<file path="config.mk">
export PLATFORM = sky130hd
export DESIGN_NAME = i2c_bit_gen
export DESIGN_NICKNAME = d
export VERILOG_FILES = /design/src/rtl/i2c_pkg.sv /design/src/rtl/i2c_qtimer.sv /design/src/rtl/i2c_bit_gen.sv
export SDC_FILE = /design/constraint.sdc
export NUM_CORES = 1
export LEC_CHECK = 0
export BUFFER_PORTS_ARGS = -buffer_cell sky130_fd_sc_hd__buf_2
export CAP_MARGIN = 15
export CORE_ASPECT_RATIO = 0.9
export CORE_MARGIN = 5
export CORE_UTILIZATION = 55
export DETAILED_ROUTE_END_ITERATION = 8
export PLACE_DENSITY = 0.83
export SLEW_MARGIN = 20
export SYNTH_ARGS = -nofsm -noshare
export SYNTH_HDL_FRONTEND = slang
export SYNTH_SLANG_ARGS = --single-unit
export TNS_END_PERCENT = 20
</file>
<file path="constraint.sdc">
create_clock -name clk -period 3.04 [get_ports clk]
set_input_delay 0.152 -clock clk [delete_from_list [all_inputs] [get_ports clk]]
set_output_delay 0.152 -clock clk [all_outputs]
set_load 0.01 [all_outputs]
</file>
<file path="src/rtl/i2c_pkg.sv">
// Shared definitions for the I2C bit generator: command codes, bit phases and
// the open-drain line values each command drives in each quarter-bit phase.
package i2c_pkg;

    localparam logic [1:0] I2C_CMD_START = 2'd0;
    localparam logic [1:0] I2C_CMD_STOP  = 2'd1;
    localparam logic [1:0] I2C_CMD_WRITE = 2'd2;
    localparam logic [1:0] I2C_CMD_READ  = 2'd3;

    typedef enum logic [2:0] {
        IDLE,
        P0,
        P1,
        P2,
        P3
    } phase_t;

    // Packed {scl,sda} pairs, P0 in the top two bits down to P3 in the bottom two.
    localparam logic [7:0] START_LINES = 8'b11_11_10_00;
    localparam logic [7:0] STOP_LINES  = 8'b00_10_10_11;
    localparam logic [7:0] READ_LINES  = 8'b01_11_11_01;
    localparam logic [7:0] DATA_SCL    = 8'b00_10_10_00;

    function automatic logic [1:0] phase_lines(
        input logic [1:0] cmd,
        input logic       din,
        input logic [1:0] idx
    );
        logic [7:0] tbl;
        logic [1:0] pair;
        case (cmd)
            I2C_CMD_START: tbl = START_LINES;
            I2C_CMD_STOP:  tbl = STOP_LINES;
            I2C_CMD_WRITE: tbl = DATA_SCL | {4{1'b0, din}};
            default:       tbl = READ_LINES;
        endcase
        case (idx)
            2'd0:    pair = tbl[7:6];
            2'd1:    pair = tbl[5:4];
            2'd2:    pair = tbl[3:2];
            default: pair = tbl[1:0];
        endcase
        return pair;
    endfunction

endpackage

</file>
<file path="src/rtl/i2c_qtimer.sv">
// Quarter-bit timer: loadable down-counter that freezes while SCL is being
// stretched and flags when the current quarter has run out.
module i2c_qtimer
    import i2c_pkg::*;
#(
    parameter int W = 16
) (
    input  logic         clk,
    input  logic         rstn,
    input  logic         load,
    input  logic [W-1:0] load_val,
    input  logic         clear,
    input  logic         hold,
    output logic         zero
);

    logic [W-1:0] count;

    // Clear wins over load so an aborted command always parks the timer at zero.
    always_ff @(posedge clk or negedge rstn) begin
        if (!rstn) begin
            count <= '0;
        end else if (clear) begin
            count <= '0;
        end else if (load) begin
            count <= load_val;
        end else if (!hold && count != '0) begin
            count <= count - W'(1);
        end
    end

    assign zero = (count == '0);

endmodule

</file>
<file path="src/rtl/i2c_bit_gen.sv">
// Bit-level I2C master line driver: runs one START/STOP/WRITE/READ command per
// handshake through four quarter-bit phases, with stretching and arbitration.
module i2c_bit_gen
    import i2c_pkg::*;
#(
    parameter int PRESCALE_W = 16
) (
    input  logic                  clk,
    input  logic                  rstn,
    input  logic [1:0]            cmd,
    input  logic                  cmd_valid,
    output logic                  cmd_ready,
    input  logic                  din,
    input  logic [PRESCALE_W-1:0] prescale,
    output logic                  cmd_done,
    output logic                  rx_bit,
    output logic                  al,
    output logic                  own,
    output logic                  scl_o,
    output logic                  sda_o,
    input  logic                  scl_i,
    input  logic                  sda_i,
    input  logic                  sta_det,
    input  logic                  sto_det
);

    phase_t                  state;
    phase_t                  state_nxt;
    logic [1:0]              cmd_q;
    logic                    din_q;
    logic [PRESCALE_W-1:0]   presc_q;
    logic [1:0]              lines_nxt;
    logic                    accept;
    logic                    stall;
    logic                    tick;
    logic                    lost;
    logic                    load;
    logic                    clear;
    logic                    zero;
    logic [PRESCALE_W-1:0]   load_val;

    assign cmd_ready = (state == IDLE);
    assign accept    = cmd_valid & cmd_ready;
    assign stall     = scl_o & ~scl_i;
    assign tick      = (state != IDLE) && zero && !stall;
    assign load_val  = (state == IDLE) ? prescale : presc_q;

    i2c_qtimer #(
        .W (PRESCALE_W)
    ) u_qtimer (
        .clk      (clk),
        .rstn     (rstn),
        .load     (load),
        .load_val (load_val),
        .clear    (clear),
        .hold     (stall),
        .zero     (zero)
    );

    // Arbitration is only judged while SCL is nominally high (P1/P2).
    always_comb begin
        lost = 1'b0;
        if (state == P1 || state == P2) begin
            if (cmd_q == I2C_CMD_WRITE && din_q && scl_i && !sda_i) begin
                lost = 1'b1;
            end
            if (cmd_q != I2C_CMD_STOP && own && sto_det) begin
                lost = 1'b1;
            end
            if (cmd_q == I2C_CMD_START && sta_det) begin
                lost = 1'b1;
            end
        end
    end

    always_ff @(posedge clk or negedge rstn) begin
        if (!rstn) begin
            state <= IDLE;
        end else begin
            state <= state_nxt;
        end
    end

    always_comb begin
        state_nxt = state;
        load      = 1'b0;
        clear     = 1'b0;
        lines_nxt = {scl_o, sda_o};
        case (state)
            IDLE: begin
                if (accept) begin
                    state_nxt = P0;
                    load      = 1'b1;
                    lines_nxt = phase_lines(cmd, din, 2'd0);
                end
            end
            P0: begin
                if (tick) begin
                    state_nxt = P1;
                    load      = 1'b1;
                    lines_nxt = phase_lines(cmd_q, din_q, 2'd1);
                end
            end
            P1: begin
                if (tick) begin
                    state_nxt = P2;
                    load      = 1'b1;
                    lines_nxt = phase_lines(cmd_q, din_q, 2'd2);
                end
            end
            P2: begin
                if (tick) begin
                    state_nxt = P3;
                    load      = 1'b1;
                    lines_nxt = phase_lines(cmd_q, din_q, 2'd3);
                end
            end
            P3: begin
                if (tick) begin
                    state_nxt = IDLE;
                end
            end
            default: begin
                state_nxt = IDLE;
                clear     = 1'b1;
                lines_nxt = 2'b11;
            end
        endcase
        // Losing the bus overrides any phase advance in the same cycle.
        if (lost) begin
            state_nxt = IDLE;
            load      = 1'b0;
            clear     = 1'b1;
            lines_nxt = 2'b11;
        end
    end

    always_ff @(posedge clk or negedge rstn) begin
        if (!rstn) begin
            scl_o    <= 1'b1;
            sda_o    <= 1'b1;
            cmd_q    <= I2C_CMD_START;
            din_q    <= 1'b0;
            presc_q  <= '0;
            cmd_done <= 1'b0;
            al       <= 1'b0;
            own      <= 1'b0;
            rx_bit   <= 1'b0;
        end else begin
            {scl_o, sda_o} <= lines_nxt;
            cmd_done       <= (state == P3) && tick && !lost;
            al             <= lost;
            if (accept) begin
                cmd_q   <= cmd;
                din_q   <= din;
                presc_q <= prescale;
            end
            if (state == P2 && tick && !lost && cmd_q == I2C_CMD_READ) begin
                rx_bit <= sda_i;
            end
            if (lost) begin
                own <= 1'b0;
            end else if (state == P3 && tick) begin
                if (cmd_q == I2C_CMD_START) begin
                    own <= 1'b1;
                end else if (cmd_q == I2C_CMD_STOP) begin
                    own <= 1'b0;
                end
            end
        end
    end

endmodule
</file>
==> impl_metrics.csv, run 1 <==
group,metric,value,unit
outcome,status,"finished clean",
logic_synthesis,yosysTopAreaCell,"dfrtp_1",
critical_path,arrival,2.74,ns
layout,seqCellArea,0.001104,sq mm
critical_path,critPathMaxFanout,5,
logic_synthesis,synthTopCellsByCount,"dfrtp_1, nand2_1, mux2_2, mux2i_1, nor2_1",
timing,setup_tns,0,ns
floorplanning,die_w,80.62,um
clock_network,post_cts_buffers,0,
logic_synthesis,syn_area,0.002469,sq mm
logic_synthesis,yosys_warnings,0,
logic_synthesis,avgSynthCellArea,11.02,sq um
grt,gr-total-overflow,0,
grt,globalRouteTotalUtil,0.1922,
timing,finalCriticalPeriod,2.555,ns
floorplanning,start_util,0.5607,
drt,first_pass_iters,4,
layout,nets,285,
critical_path,worst-setup-path-type,"flip-flop to flip-flop",
critical_path,reg2reg_slack,0.49,ns
clock_network,cts_tree,"built",
placed_design,place_area,0.002664,sq mm
worst_hold_path,worstHoldStart,"din",
logic_synthesis,synth_top_area_frac,0.4257,
critical_path,reg2reg_from,"u_qtimer.count[11]",
logic_synthesis,yosys-top-cells-area,"dfrtp_1, mux2_2, mux2i_1, o22ai_1, o22ai_2",
logic_synthesis,synthArstFlopShare,1.000,
logic_synthesis,synth-simple-area-share,0.1693,
placed_design,place_hpwl,3628,um
timing,whs,0.08886,ns
placed_design,place_congestion,0.8345,
floorplanning,fp-row-count,23,
floorplanning,io_pins,33,
logic_synthesis,synth_top_family_by_area,"simple AND/OR/NAND/NOR gates",
timing,min_period_over_period,0.8404,
logic_synthesis,ys_ff_latch,44,
floorplanning,die_h,73.56,um
layout,multi_input_area,0.001270,sq mm
critical_path,startpoint_type,"flip-flop",
clock_network,cts_max_level,2,
timing,setup_violations,0,
layout,antenna_cells,0,
placed_design,dp_cells,311,
grt,antenna_found_initial,0,
timing,timing.final.hold_violations,0,
timing,final_max_slew_viol_count,0,
logic_synthesis,seq_area_frac_synth,0.4470,
layout,area_delta_synth_final,12.92,%
logic_synthesis,synth_edf_count,0,
floorplanning,core,0.004403,sq mm
logic_synthesis,yosysMostFrequentCell,"dfrtp_1",
grt,grt_max_degree,45,
drt,routed_via_density,5.791,
pwr,finalPower,2.566,mW
drt,drtIter0Drc,179,
clock_network,cts_sinks,44,
critical_path,r2r-end,"rx_bit",
drt,wire_per_inst,15.93,um
logic_synthesis,muxShareOfSynthArea,0.1632,
floorplanning,die_area,0.005930,sq mm
pwr,power.leakage,1.151,nW
layout,num-fill-cells,357,
grt,grt_pass1_wl,8804,um
logic_synthesis,ys_types,52,
placed_design,port-buffer-count,32,
logic_synthesis,syn-num-nets,252,
worst_hold_path,min_to,"din_q",
timing,worst_pin_slew,0.8519,ns
timing,rsz0062_at_grt,"false",
layout,design_area,0.002788,sq mm
clock_network,clock_path_buffers,2,
clock_network,root_buffer,"clkbuf_8",
worst_hold_path,worstHoldPathType,"primary input to flip-flop",
critical_path,end_kind,"flip-flop",
drt,drc,0,
timing,skew,0.006090,ns
critical_path,critPathRequiredTime,3.22,ns
logic_synthesis,synth_xor_area_frac,0.04257,
logic_synthesis,synth_ff_type,"dfrtp_1",
layout,stdcell_count,320,
drt,ant_nets,0,
layout,drive_gt1_frac,0.3062,
grt,grt_pass1_vias,1847,
flow_run,cap_viol_max_count,0,
timing,slew_headroom,0.4294,
logic_synthesis,synth_compound_area_frac,0.1292,
clock_network,numCtsBuffers,5,
clock_network,clock_latency,0.30,ns
clock_network,cts.clk_slew.worst_paths,0.08,ns
drt,vias,1853,
pwr,power_density,920.4,mW/mm^2
drt,routed_wl,5097,um
logic_synthesis,synth_adder_area_share,0.01014,
clock_network,cts_resized,0,
logic_synthesis,synth_cells,224,
timing,fmax,391.4,MHz
worst_hold_path,whs_path_depth,3,
critical_path,ff2ff_path_depth,6,
pwr,ir_worst_vdd,0.5113,mV
worst max path at each step:
| stage | startpoint | endpoint | slack, ns |
|---|---|---|---|
| 3_3_place_gp | u_qtimer.count[11] | sda_o | 0.60 |
| 4_1_cts | u_qtimer.count[11] | rx_bit | 0.48 |
| 3_5_place_dp | u_qtimer.count[11] | rx_bit | 0.50 |
| 6_report | u_qtimer.count[11] | rx_bit | 0.49 |
| 5_1_grt | u_qtimer.count[0] | u_qtimer.count[14] | 0.29 |
| 2_1_floorplan | u_qtimer.count[11] | rx_bit | 0.69 |
worst max-delay path, stage by stage (launching register included):
cell	delay (ns)
dfrtp_1	0.40
or4_4	0.58
nor4_4	0.38
nor3b_4	0.33
nand3_2	0.14
nor4_2	0.26
mux2_1	0.34
cell usage in the layout, fill, tap and decap left out, types with 6 or more instances in the layout:
cell type  netlist  layout
xnor2_1          7       7
mux2_2          17      17
nand2_1         18      18
o21ai_0          9       9
dfrtp_1         42      42
o22ai_1         12      12
mux2i_1         17      17
o22ai_2          6       6
nor2_1          13      13
inv_1            6       6
buf_2            4      31
routing by layer:
metal  vias to the layer above  track usage  share of wire
li1                        888            -              -
met1                       899       0.2686           0.46
met2                        58       0.3024           0.46
met3                         8      0.04412          0.057
met4                         0      0.05253          0.012
met5                         -            0              0
registers in the layout, summed over array words and instances, names as in the netlist, 2 cells and up:
name and cells:
u_qtimer.count 16, state 3, presc_q 16, cmd_q 2
through the flow:
step	setup slack (ns)	utilization
after floorplan	0.6885	-
after global placement	0.6043	0.6050
after detailed placement	0.4955	0.6050
after CTS	0.4776	0.6303
after global routing	0.2913	0.6331
final	0.4851	0.6331
cell families after synthesis:
group	count (synthesis)
buf+inv	17
compound gates	44
simple gates	68
mux	37
xor+xnor	12
flops	44
fa+ha+maj	2
timing repair:
action,4_1_cts,5_1_grt
hold endpoints to repair,0,42
hold buffers,0,1
setup endpoints to repair,0,0
layout make-up:
| type | instances | area share |
|---|---|---|
| Clock buffer | 5 | 0.02469 |
| Clock inverter | 3 | 0.01526 |
| Inverter | 6 | 0.008079 |
| Multi-Input combinational cell | 163 | 0.4556 |
| Sequential cell | 44 | 0.3959 |
| Tap cell | 62 | 0.02783 |
| Timing Repair Buffer | 37 | 0.07271 |
report_power, final:
group	internal, mW	leakage, nW	switching, mW
Sequential	0.840	0.537	0.210
Combinational	0.522	0.560	0.551
Clock	0.243	0.0541	0.199
Power figures use the tool's default switching activity.
==> run 2: changes to the inputs <==
==> constraint.sdc (replaced) <==
create_clock -name clk -period 2.7 [get_ports clk]
set_input_delay 0.135 -clock clk [delete_from_list [all_inputs] [get_ports clk]]
set_output_delay 0.135 -clock clk [all_outputs]
set_load 0.01 [all_outputs]
==> run 2 against run 1 <==
Against the previous run:
- critical path depth is the same
- fmax shrank 0.47%
- core utilization rose by 0.68 points
- global-route usage is 0.39 points lower
- sequential cell count unchanged
- worst setup slack worse by 0.35 ns
- sequential power rose by 12%
==> impl_metrics.csv, run 2 (synthesis results as in run 1) <==
group,metric,value,unit
clock_network,numCtsBuffers,5,
clock_network,clock_path_buffers,2,
timing,setup_slack,0.1330,ns
drt,routed_via_density,5.696,
drt,wl_met1,2361,um
layout,top_regs,"presc_q: 16 flops, u_qtimer.count: 16 flops, state: 3 flops",
critical_path,arrival,2.75,ns
critical_path,crit_path_cell_trace,"or4_4 > nor4_4 > nor3b_4 > nand3_2 > nor4_2 > mux2_1",
layout,stdcell_count,322,
pwr,power.leakage,1.169,nW
placed_design,place_area,0.002671,sq mm
placed_design,port-buffer-count,32,
grt,gr-total-overflow,0,
flow_run,cap_viol_max_count,0,
floorplanning,core,0.004403,sq mm
timing,min_period_over_period,0.9507,
timing,worst_pin_slew,0.7630,ns
grt,grt_max_degree,45,
drt,topRoutingLayerUsed,"met4",
layout,antenna_cells,0,
outcome,status,"finished clean",
layout,final_common_cell,"dfrtp_1",
floorplanning,start_util,0.5607,
pwr,power_density,1033,mW/mm^2
timing,rsz0062_at_grt,"false",
timing,setup_violations,0,
clock_network,post_cts_buffers,0,
layout,nets,287,
timing,finalCriticalPeriod,2.567,ns
drt,wl_met3,299,um
grt,grt_pass1_wl,8576,um
drt,drtIter0Drc,170,
layout,design_area,0.002818,sq mm
floorplanning,die_w,80.62,um
layout,fin_util,0.6400,
critical_path,startpoint_type,"flip-flop",
layout,drive_gt1_frac,0.3115,
drt,ant_nets,0,
clock_network,clock_latency,0.30,ns
floorplanning,die_area,0.005930,sq mm
timing,skew,0.01203,ns
timing,timing.final.hold_violations,0,
grt,antenna_found_initial,0,
critical_path,slowest_stage,"or4_4",
drt,routed_wl,5094,um
drt,dr_wl_met2,2397,um
drt,first_pass_iters,4,
placed_design,place_congestion,0.8594,
timing,setup_tns,0,ns
grt,grt_pass1_vias,1776,
worst_hold_path,worstHoldPathType,"primary input to flip-flop",
grt,globalRouteTotalUtil,0.1883,
critical_path,end_kind,"flip-flop",
layout,area_delta_synth_final,14.14,%
floorplanning,io_pins,33,
clock_network,cts.clk_slew.worst_paths,0.09,ns
drt,vias,1834,
timing,final_max_slew_viol_count,0,
placed_design,place_hpwl,3637,um
clock_network,root_buffer,"clkbuf_8",
timing,fmax,389.6,MHz
clock_network,cts_max_level,2,
critical_path,cpPeakStageDelay,0.58,ns
placed_design,post-place-ws,0.1679,ns
pwr,ir_worst_vdd,0.5845,mV
placed_design,dp_cells,312,
floorplanning,fp-row-count,23,
clock_network,cts_sinks,44,
drt,wire_per_inst,15.82,um
timing,whs,0.07203,ns
timing,slew_headroom,0.4859,
critical_path,critPathRequiredTime,2.88,ns
drt,drc,0,
floorplanning,die_h,73.56,um
clock_network,cts_tree,"built",
critical_path,worst-setup-path-type,"flip-flop to flip-flop",
critical_path,critPathMaxFanout,5,
pwr,finalPower,2.912,mW
layout,layout_common_cells,"dfrtp_1, buf_2, nand2_1, mux2i_1, mux2_2",
run 2: changes by cell type in the layout (fill, tap and decap cells not counted):
cell        change
clkinv_4        +2
buf_12          +1
buf_2           +1
clkinv_2        -1
clkinvlp_4      -1
run 2: layout make-up:
class | count | area (sq um)
Clock buffer | 5 | 68.82
Clock inverter | 3 | 47.55
Fill cell | 357 | 1585
Inverter | 6 | 22.52
Multi-Input combinational cell | 163 | 1270
Sequential cell | 44 | 1104
Tap cell | 62 | 77.57
Timing Repair Buffer | 39 | 227.7
run 2: path summary, 6_finish.rpt:
path,startpoint,endpoint,slack (ns),cells past startpoint
max,u_qtimer.count[11],rx_bit,0.13,6
min,din,din_q,0.07,3
max reg2reg,u_qtimer.count[11],rx_bit,0.13,6
min reg2reg,presc_q[11],presc_q[11],0.51,1
max in group asynchronous,rstn,scl_o,1.92,3
min in group asynchronous,rstn,presc_q[2],0.25,2
run 2: worst max-delay path: cells and delay by family, from the launching register on:
kind / cells / cell delay, ns
flops: 1 / 0.40
mux: 1 / 0.35
simple gates: 5 / 1.70
run 2: repair_timing:
action / in CTS / in global routing
endpoints found under the hold margin: 0 / 11
resized for setup: 0 / 0
hold buffers: 0 / 1
run 2: report_power, final:
group          switching [mW]  total [mW]  internal, mW
clock network           0.235       0.514         0.279
registers               0.240        1.18         0.945
logic                   0.620        1.21         0.593
total                    1.09        2.91          1.82
run 2: routing by layer:
metal  global-route usage  vias to the layer above
met5                    0                        -
met4              0.05066                        0
met3              0.04657                        6
met2               0.2904                       59
met1               0.2665                      877
li1                     -                      892
==> run 3: changes to the inputs <==
--- a/config.mk
+++ b/config.mk
@@ -9,9 +9,9 @@
 export CAP_MARGIN = 15
 export CORE_ASPECT_RATIO = 0.9
 export CORE_MARGIN = 5
-export CORE_UTILIZATION = 55
+export CORE_UTILIZATION = 35
 export DETAILED_ROUTE_END_ITERATION = 8
-export PLACE_DENSITY = 0.83
+export PLACE_DENSITY = 0.59
 export SLEW_MARGIN = 20
 export SYNTH_ARGS = -nofsm -noshare
 export SYNTH_HDL_FRONTEND = slang
==> run 3 against run 2 <==
Against the previous run:
- count of clock-buffer cells in the layout grew 1
- routed wire length is 0.37% lower
- critical path depth unchanged
- worst hold slack worse by 0.0071 ns
- core utilization is 23 points lower
- sequential share of layout area shrank 0.38 points
- final cell count rose by 9.9%
- via count down 1.2%
- clock skew down 0.0046 ns
- design area grew 0.98%
==> impl_metrics.csv, run 3 (synthesis results as in run 1) <==
group,metric,value,unit
clock_network,root_buffer,"clkbuf_8",
floorplanning,fp-row-count,29,
critical_path,critical_path.top_delay_family,"simple AND/OR/NAND/NOR gates",
critical_path,startpoint_type,"flip-flop",
drt,first_pass_iters,4,
timing,worst_pin_slew,0.7461,ns
pwr,swShare,0.3669,
clock_network,cts_tree,"built",
clock_network,cts_sinks,44,
pwr,power_density,1007,mW/mm^2
layout,final_common_cell,"dfrtp_1",
placed_design,port-buffer-count,32,
timing,rsz0062_at_grt,"false",
critical_path,ff2ff_path_depth,6,
layout,drive_gt1_frac,0.3103,
pwr,p_int,1.815,mW
grt,grt_max_degree,45,
critical_path,end_kind,"flip-flop",
layout,nets,288,
placed_design,place_congestion,0.8963,
grt,grt_pass1_vias,1837,
pwr,ir_worst_vdd,0.4836,mV
clock_network,cts.clk_slew.worst_paths,0.08,ns
critical_path,cpPeakStageDelay,0.56,ns
drt,vias,1812,
critical_path,worst-path-buf-inv,0,
floorplanning,core,0.006967,sq mm
critical_path,critPathRequiredTime,2.89,ns
worst_hold_path,whs_path_depth,3,
flow_run,cap_viol_max_count,0,
floorplanning,die_h,89.68,um
critical_path,slowest_stage,"or4_4",
grt,antenna_found_initial,0,
pwr,p_sw,1.052,mW
layout,area_delta_synth_final,15.26,%
critical_path,arrival,2.70,ns
pwr,finalPower,2.866,mW
critical_path,critPathMaxFanout,5,
layout,layout_common_cells,"dfrtp_1, buf_2, nand2_1, mux2i_1, mux2_2",
drt,drtIter0Drc,119,
pwr,clkPwrFrac,0.176,
timing,fmax,397.9,MHz
drt,drc,0,
worst_hold_path,worstHoldPathType,"primary input to flip-flop",
clock_network,cts_hold_buf,0,
critical_path,worst-path-stages,6,
clock_network,numCtsBuffers,5,
drt,wire_per_inst,14.34,um
critical_path,crit_path_cell_trace,"or4_4 > nor4_4 > nor3b_4 > nand3_2 > nor4_2 > mux2_1",
floorplanning,die_w,98.53,um
drt,routed_wl,5075,um
outcome,status,"finished clean",
clock_network,cts_max_level,2,
floorplanning,die_area,0.008835,sq mm
timing,setup_violations,0,
clock_network,post_cts_buffers,0,
clock_network,clock_path_buffers,2,
grt,grt_pass1_wl,8756,um
layout,top_regs,"presc_q: 16 flops, u_qtimer.count: 16 flops, state: 3 flops",
timing,skew,0.007422,ns
pwr,seq_power_share,0.409,
timing,setup_tns,0,ns
floorplanning,io_pins,33,
pwr,p_comb_frac,0.415,
timing,finalCriticalPeriod,2.513,ns
pwr,power.leakage,1.168,nW
drt,ant_nets,0,
layout,antenna_cells,0,
timing,final_max_slew_viol_count,0,
timing,slew_headroom,0.4973,
timing,min_period_over_period,0.9307,
clock_network,clock_latency,0.30,ns
timing,timing.final.hold_violations,0,
clock_network,cts_resized,0,
grt,globalRouteTotalUtil,0.1239,
floorplanning,start_util,0.3543,
drt,routed_via_density,5.119,
grt,gr-total-overflow,0,
critical_path,worst-setup-path-type,"flip-flop to flip-flop",
placed_design,place_hpwl,3744,um
[run 3: path summary, 6_finish.rpt]
kind | start | endpoint | slack (ns)
max | u_qtimer.count[10] | rx_bit | 0.19
min reg2reg | rx_bit | rx_bit | 0.49
min | din | din_q | 0.06
min in group asynchronous | rstn | presc_q[14] | 0.35
max reg2reg | u_qtimer.count[10] | rx_bit | 0.19
max in group asynchronous | rstn | sda_o | 1.94
[run 3: per-layer routing]
layer	share of wire	routed length (um)	vias up	track usage
met5	0	0	-	0
met4	0.012	61	0	0.02854
met3	0.048	246	7	0.03475
met2	0.46	2340	40	0.2038
met1	0.48	2427	871	0.1645
li1	-	-	894	-
[run 3: cell type report]
class,instances,area [sq um]
clock buffers,6,72.57
flip-flops and latches,44,1104
repair buffers,40,225.2
fillers,691,4121
multi-input cells,163,1270
inverters,6,22.52
well taps,93,116.4
clock inverters,2,35.03
[run 3: worst register-to-register path: cells and delay by family, from the launching register on]
kind | cells | cell delay [ns]
AND/OR/NAND/NOR | 5 | 1.65
flip-flops | 1 | 0.41
multiplexers | 1 | 0.34
[run 3: power groups by stage]
stage	logic (mW)	registers (mW)	clock network (mW)
after detailed placement	1.20	1.18	0
after global routing	1.33	1.22	0.553
after CTS	1.21	1.17	0.519
after floorplan	0.975	1.13	0
after global placement	1.20	1.18	0
final	1.19	1.17	0.504
[run 3: metrics by stage]
stage / area (sq um) / hold WS (ns) / std cells / setup WS (ns) / util
floorplan: 2469 / -0.1606 / 224 / 0.3485 / -
global placement: 2725 / 0.3565 / 345 / 0.2502 / 0.3912
detailed placement: 2725 / 0.3646 / 345 / 0.2007 / 0.3912
CTS: 2833 / 0.03812 / 353 / 0.1792 / 0.4066
global route: 2845 / 0.06430 / 354 / 0.04648 / 0.4084
finish: 2845 / 0.06494 / 354 / 0.1870 / 0.4084
